`config.mk`:
```
export PLATFORM = sky130hd
export DESIGN_NAME = p2_sprite_render
export DESIGN_NICKNAME = d
export VERILOG_FILES = /design/src/rtl/p2_sprite_render.sv
export SDC_FILE = /design/constraint.sdc
export NUM_CORES = 1
export LEC_CHECK = 0
export ABC_CLOCK_PERIOD_IN_PS = 3300
export CAP_MARGIN = 20
export CORE_UTILIZATION = 46
export DETAILED_ROUTE_END_ITERATION = 6
export GPL_TIMING_DRIVEN = 0
export PLACE_DENSITY = 0.81
export REMOVE_ABC_BUFFERS = 1
export SLEW_MARGIN = 20
export SYNTH_ARGS = -nofsm -noshare
export SYNTH_HDL_FRONTEND = slang
export SYNTH_SLANG_ARGS = --single-unit
```
`constraint.sdc`:
```
create_clock -name i_clk -period 3.3 [get_ports i_clk]
set_clock_uncertainty 0.15 [all_clocks]
set_input_delay 0.99 -clock i_clk [delete_from_list [all_inputs] [get_ports i_clk]]
set_output_delay 0.99 -clock i_clk [all_outputs]
set_load 0.01 [all_outputs]
```
`src/rtl/p2_sprite_render.sv`:
```
// Player-2 sprite renderer: animation sequencing, sprite ROM addressing and a 2-clock pixel pipeline.
// Optional build macro P2_SPRITE_OUTLINE_EN draws the sprite box border for hitbox debugging.
module p2_sprite_render #(
  parameter int SCALE_LOG2  = 2,
  parameter int FRAME_TICKS = 6
) (
  input  logic        i_clk,
  input  logic        i_rst,
  input  logic        i_frame_tick,
  input  logic [2:0]  i_action,
  input  logic [9:0]  i_p2_x,
  input  logic [9:0]  i_p2_y,
  input  logic        i_facing_left,
  input  logic [9:0]  i_h_cnt,
  input  logic [9:0]  i_v_cnt,
  input  logic        i_video_on,
  output logic [9:0]  o_rom_addr,
  input  logic [15:0] i_rom_bitmap,
  output logic        o_pix_on,
  output logic        o_anim_busy,
  output logic        o_anim_done
);

  localparam logic [10:0] BOX_W     = 11'(16 << SCALE_LOG2);
  localparam logic [7:0]  TICK_LAST = 8'(FRAME_TICKS - 1);

  typedef enum logic [0:0] {
    ST_IDLE_LOOP = 1'b0,
    ST_ONE_SHOT  = 1'b1
  } state_t;

  state_t      r_state, w_state_nxt;
  logic [2:0]  r_cur_action, w_cur_action_nxt;
  logic [1:0]  r_frame, w_frame_nxt;
  logic [7:0]  r_tick_cnt, w_tick_cnt_nxt;
  logic        r_anim_busy, w_anim_busy_nxt;
  logic        r_anim_done, w_anim_done_nxt;
  logic [2:0]  w_action_map;
  logic        w_tick_wrap;

  logic [10:0] w_dx, w_dy;
  logic        w_in_box;
  logic [3:0]  w_row, w_col;
  logic        w_bit;
  logic        r_in_box;
  logic [3:0]  r_col;
  logic        r_pix_on;

  // Unsupported action codes behave as "stay".
  assign w_action_map = (i_action > 3'd4) ? 3'd0 : i_action;
  assign w_tick_wrap  = (r_tick_cnt == TICK_LAST);

  // Animation next-state: everything moves only on frame_tick so the sprite never tears mid-screen.
  always_comb begin
    w_state_nxt      = r_state;
    w_cur_action_nxt = r_cur_action;
    w_frame_nxt      = r_frame;
    w_tick_cnt_nxt   = r_tick_cnt;
    w_anim_busy_nxt  = r_anim_busy;
    w_anim_done_nxt  = 1'b0;
    if (i_frame_tick) begin
      case (r_state)
        ST_IDLE_LOOP: begin
          if (w_action_map != r_cur_action) begin
            w_cur_action_nxt = w_action_map;
            w_frame_nxt      = 2'd0;
            w_tick_cnt_nxt   = 8'd0;
            if ((w_action_map == 3'd3) || (w_action_map == 3'd4)) begin
              w_state_nxt     = ST_ONE_SHOT;
              w_anim_busy_nxt = 1'b1;
            end else begin
              w_state_nxt = ST_IDLE_LOOP;
            end
          end else if (w_tick_wrap) begin
            w_tick_cnt_nxt = 8'd0;
            w_frame_nxt    = r_frame + 2'd1;
          end else begin
            w_tick_cnt_nxt = r_tick_cnt + 8'd1;
          end
        end
        ST_ONE_SHOT: begin
          if (w_tick_wrap) begin
            w_tick_cnt_nxt = 8'd0;
            if (r_frame == 2'd3) begin
              w_frame_nxt      = 2'd0;
              w_cur_action_nxt = 3'd0;
              w_anim_busy_nxt  = 1'b0;
              w_anim_done_nxt  = 1'b1;
              w_state_nxt      = ST_IDLE_LOOP;
            end else begin
              w_frame_nxt = r_frame + 2'd1;
            end
          end else begin
            w_tick_cnt_nxt = r_tick_cnt + 8'd1;
          end
        end
        default: begin
          w_state_nxt = ST_IDLE_LOOP;
        end
      endcase
    end else begin
      w_state_nxt = r_state;
    end
  end

  // Animation state registers.
  always_ff @(posedge i_clk) begin
    if (i_rst) begin
      r_state      <= ST_IDLE_LOOP;
      r_cur_action <= 3'd0;
      r_frame      <= 2'd0;
      r_tick_cnt   <= 8'd0;
      r_anim_busy  <= 1'b0;
      r_anim_done  <= 1'b0;
    end else begin
      r_state      <= w_state_nxt;
      r_cur_action <= w_cur_action_nxt;
      r_frame      <= w_frame_nxt;
      r_tick_cnt   <= w_tick_cnt_nxt;
      r_anim_busy  <= w_anim_busy_nxt;
      r_anim_done  <= w_anim_done_nxt;
    end
  end

  // 11-bit differences: bit 10 set means the beam is left of / above the box, so no wrap-around.
  assign w_dx     = {1'b0, i_h_cnt} - {1'b0, i_p2_x};
  assign w_dy     = {1'b0, i_v_cnt} - {1'b0, i_p2_y};
  assign w_in_box = i_video_on & ~w_dx[10] & ~w_dy[10] & (w_dx < BOX_W) & (w_dy < BOX_W);
  assign w_row    = w_dy[SCALE_LOG2 +: 4];
  assign w_col    = w_dx[SCALE_LOG2 +: 4];

  assign o_rom_addr = i_rst ? 10'd0 : {w_row, r_cur_action, 1'b0, r_frame};

  // Column select; bitmap bit 15 is the leftmost column unless mirrored.
  always_comb begin
    w_bit = 1'b1;
    if (i_facing_left) begin
      w_bit = i_rom_bitmap[r_col];
    end else begin
      w_bit = i_rom_bitmap[4'd15 - r_col];
    end
  end

`ifdef P2_SPRITE_OUTLINE_EN
  logic w_border;
  logic r_border;

  assign w_border = w_in_box & ((w_dx == 11'd0) | (w_dx == (BOX_W - 11'd1)) |
                                (w_dy == 11'd0) | (w_dy == (BOX_W - 11'd1)));

  // Pixel pipeline with box outline forced on.
  always_ff @(posedge i_clk) begin
    if (i_rst) begin
      r_in_box <= 1'b0;
      r_col    <= 4'd0;
      r_border <= 1'b0;
      r_pix_on <= 1'b0;
    end else begin
      r_in_box <= w_in_box;
      r_col    <= w_col;
      r_border <= w_border;
      r_pix_on <= r_in_box & (~w_bit | r_border);
    end
  end
`else
  // Pixel pipeline: stage 0 registers box membership and column, stage 1 applies the bitmap.
  always_ff @(posedge i_clk) begin
    if (i_rst) begin
      r_in_box <= 1'b0;
      r_col    <= 4'd0;
      r_pix_on <= 1'b0;
    end else begin
      r_in_box <= w_in_box;
      r_col    <= w_col;
      r_pix_on <= r_in_box & ~w_bit;
    end
  end
`endif

  assign o_pix_on    = r_pix_on;
  assign o_anim_busy = r_anim_busy;
  assign o_anim_done = r_anim_done;

endmodule

```
==> impl_metrics.yaml, run 1 <==
status:
  status: "finished, violations left"
  violations: "design-rule violations, negative setup slack"
worst_setup_path:
  r2r_start: "r_col[0]"
  crit_required_ns: 2.16
  r2r_slack_ns: 0.94
  cp-startpoint: "i_v_cnt[2]"
  setup.worst_path.end_class: "output port"
  cp-endpoint: "o_rom_addr[9]"
  startpoint_type: "input pin"
  worst_ep_arrival_time_ns: 2.24
  rr_worst_depth: 4
  r2r-end: "o_pix_on"
  path_class: "in2out"
  crit_fanout: 4
place:
  placed_area_um2: 2970
  placed_cells: 387
  numPortBuffers: 75
  dp_hpwl_mm: 4.11
  pre_cts_ws_ns: -1.11
  place.gp.congestion: 0.871
synthesis:
  seq_area_frac_synth_pct: 20.0
  synth_flop_cell: "dfxtp_1"
  avgSynthCellArea_um2: 8.14
  synth.distinct_cells: 51
  ys_ff_latch: 22
  yosysTopAreaCell: "dfxtp_1"
  synth_area_um2: 2200
  synth-edff-count: 0
  yosysTopAreaCellShare_pct: 20.0
  synthTopCellsByArea: "dfxtp_1, ha_1, mux4_2"
  synth-async-reset-ratio_pct: 0
  syn_inst: 270
  ys_warn_count: 0
cells_and_area:
  layout_commonest_cell: "clkdlybuf4s50_1"
  final_cells: 400
  final_cell_mix: "clkdlybuf4s50_1, nor2_1, dfxtp_1, inv_1, nand2_1"
  final_util_pct: 70.3
  nFillCells: 363
  antenna_cells: 0
  stdcell_area_um2: 3150
  area_growth_pct: 43.2
  drive_above_1_share_pct: 16.1
  fin_nets: 434
grt:
  first_global_vias: 2244
  grt_pass1_wl_mm: 9.18
  grt_use_total_pct: 22.1
  antenna_found_initial: 0
  grt_overflow: 0
  grt_max_degree: 29
clock_network:
  root_buffer: "clkbuf_8"
  htreeDepth: 1
  clock-sinks: 22
  clock_latency_ns: 0.26
  cts_hold_buf: 0
  cts.clk_slew.worst_paths_ns: 0.08
  clock_path_buffers: 2
  numCtsBuffers: 3
  cts_tree: "done"
timing:
  max_freq_mhz: 296
  rsz0062_at_grt: "yes"
  min_period_ns: 3.38
  max_slew_margin_pct: 66.1
  fin_crit_sh_pct: 102
  hold_viol_final: 0
  setup_tns_ns: -0.0820
  whs_ns: 0.342
  fin_ws_ns: -0.0820
  setup_viol: 1
  drv_slew: 0
  worst_pin_slew_ns: 0.508
floorplanning:
  io_pins: 77
  dieArea_um2: 5060
  rows: 24
  dieHeight_um: 71.1
  start_util_pct: 49.1
  die_x_um: 71.1
  coreArea_um2: 4470
power_and_ir_drop:
  power_mw: 0.885
  ir_drop_mv: 0.152
  power.density_nw_per_um2: 281
  pwr-share-seq_pct: 33.4
  p_leak_nw: 1.32
  internal-power_mw: 0.611
  switching_power_mw: 0.274
  switching_share_pct: 30.9
  pwr-share-clk_pct: 21.7
  combPwrFrac_pct: 44.9
worst_hold_path:
  hp-class: "reg2reg"
detailed_routing:
  post_drt_wl_per_cell_um: 13.5
  drt_iter0_markers: 139
  firstDrtPassIters: 7
  routed_wl_mm: 5.41
  via_per_inst: 5.68
  vias: 2271
  drc: 3
  ant_nets: 0
run:
  cap_violations: 0
## critical path, stage by stage
cell and delay (ns):
buf_6 0.10, ha_4 0.24, a21o_1 0.16, a31o_2 0.24, a41o_1 0.20, nor3_1 0.16, buf_2 0.16
## state kept, by name, summed over array words and instances (netlist names)
name	flops
r_tick_cnt	8
r_col	4
r_cur_action	3
r_frame	2
o_anim_busy	1
o_anim_done	1
o_pix_on	1
r_in_box	1
r_state	1
## routing by layer
metal / vias up / wire, µm / track usage (%)
met5: - / 0 / 0
met4: 0 / 53 / 5.11
met3: 8 / 248 / 3.42
met2: 69 / 2830 / 42.8
met1: 1053 / 2280 / 25.3
li1: 1141 / - / -
## layout make-up
type | count | area (µm²) | area share [%]
multi-input cells | 212 | 1710 | 54.4
repair buffers | 84 | 773 | 24.6
flip-flops and latches | 22 | 440 | 14.0
inverters | 26 | 100 | 3.18
well taps | 52 | 65.1 | 2.07
clock buffers | 4 | 55.1 | 1.75
## kinds of logic (layout without fill, tap and decap cells)
family / Yosys count / after routing / share of synthesized area [%]
DFF: 22 / 22 / 20.0
other: 1 / 1 / 0.171
AOI/OAI and AO/OA: 70 / 70 / 21.6
buffers and inverters: 36 / 114 / 6.49
adders and majority gates: 21 / 21 / 12.0
muxes: 13 / 13 / 11.7
xor gates and xnor gates: 13 / 13 / 5.18
and+or+nand+nor: 94 / 94 / 22.8
## worst min-delay path by stage
stage	start	end	slack, ns	depth (start not counted)
4_1_cts	r_in_box	o_pix_on	0.34	1
3_5_place_dp	r_in_box	o_pix_on	0.33	1
2_1_floorplan	r_in_box	o_pix_on	0.29	1
6_report	r_frame[1]	r_frame[1]	0.34	2
3_3_place_gp	r_in_box	o_pix_on	0.32	1
5_1_grt	r_in_box	o_pix_on	0.36	1
## what timing repair did
item	in CTS	in global routing
setup buffers	9	0
pin swaps	12	5
endpoints found under the setup margin	10	6
endpoints found under the hold margin	0	0
resized for setup	63	5
## power by group through the flow
stage	Sequential (mW)	Clock, mW	Combinational [mW]
after floorplan	0.298	0	0.226
after global placement	0.300	0	0.359
after detailed placement	0.302	0	0.367
after CTS	0.296	0.198	0.394
after global routing	0.298	0.209	0.434
final	0.295	0.192	0.397
## synth_stat cells, drive strengths merged (3+ instances only)
| master | n |
|---|---|
| inv | 25 |
| nor2 | 25 |
| dfxtp | 22 |
| ha | 21 |
| a21oi | 19 |
| nand2 | 18 |
| mux4 | 10 |
| a21o | 8 |
| clkbuf | 8 |
| nor2b | 8 |
| o21ai | 8 |
| xor2 | 8 |
| nor3 | 6 |
| nand2b | 5 |
| nand3 | 5 |
| nand3b | 5 |
| nor3b | 5 |
| o21a | 5 |
| xnor2 | 5 |
| a31o | 4 |
| a31oi | 4 |
| and3 | 4 |
| a211oi | 3 |
| nor4 | 3 |
| o31ai | 3 |
| or4 | 3 |
Power figures use the tool's default switching activity.
==> run 2, diff against run 1 <==
--- a/config.mk
+++ b/config.mk
@@ -16,3 +16,4 @@
 export SYNTH_ARGS = -nofsm -noshare
 export SYNTH_HDL_FRONTEND = slang
 export SYNTH_SLANG_ARGS = --single-unit
+export TNS_END_PERCENT = 30
==> results of run 2 <==
The final DEF is identical to that of run 1; final timing and power are the same.
Among the figures that moved: number of gates resized after CTS 63 -> 61
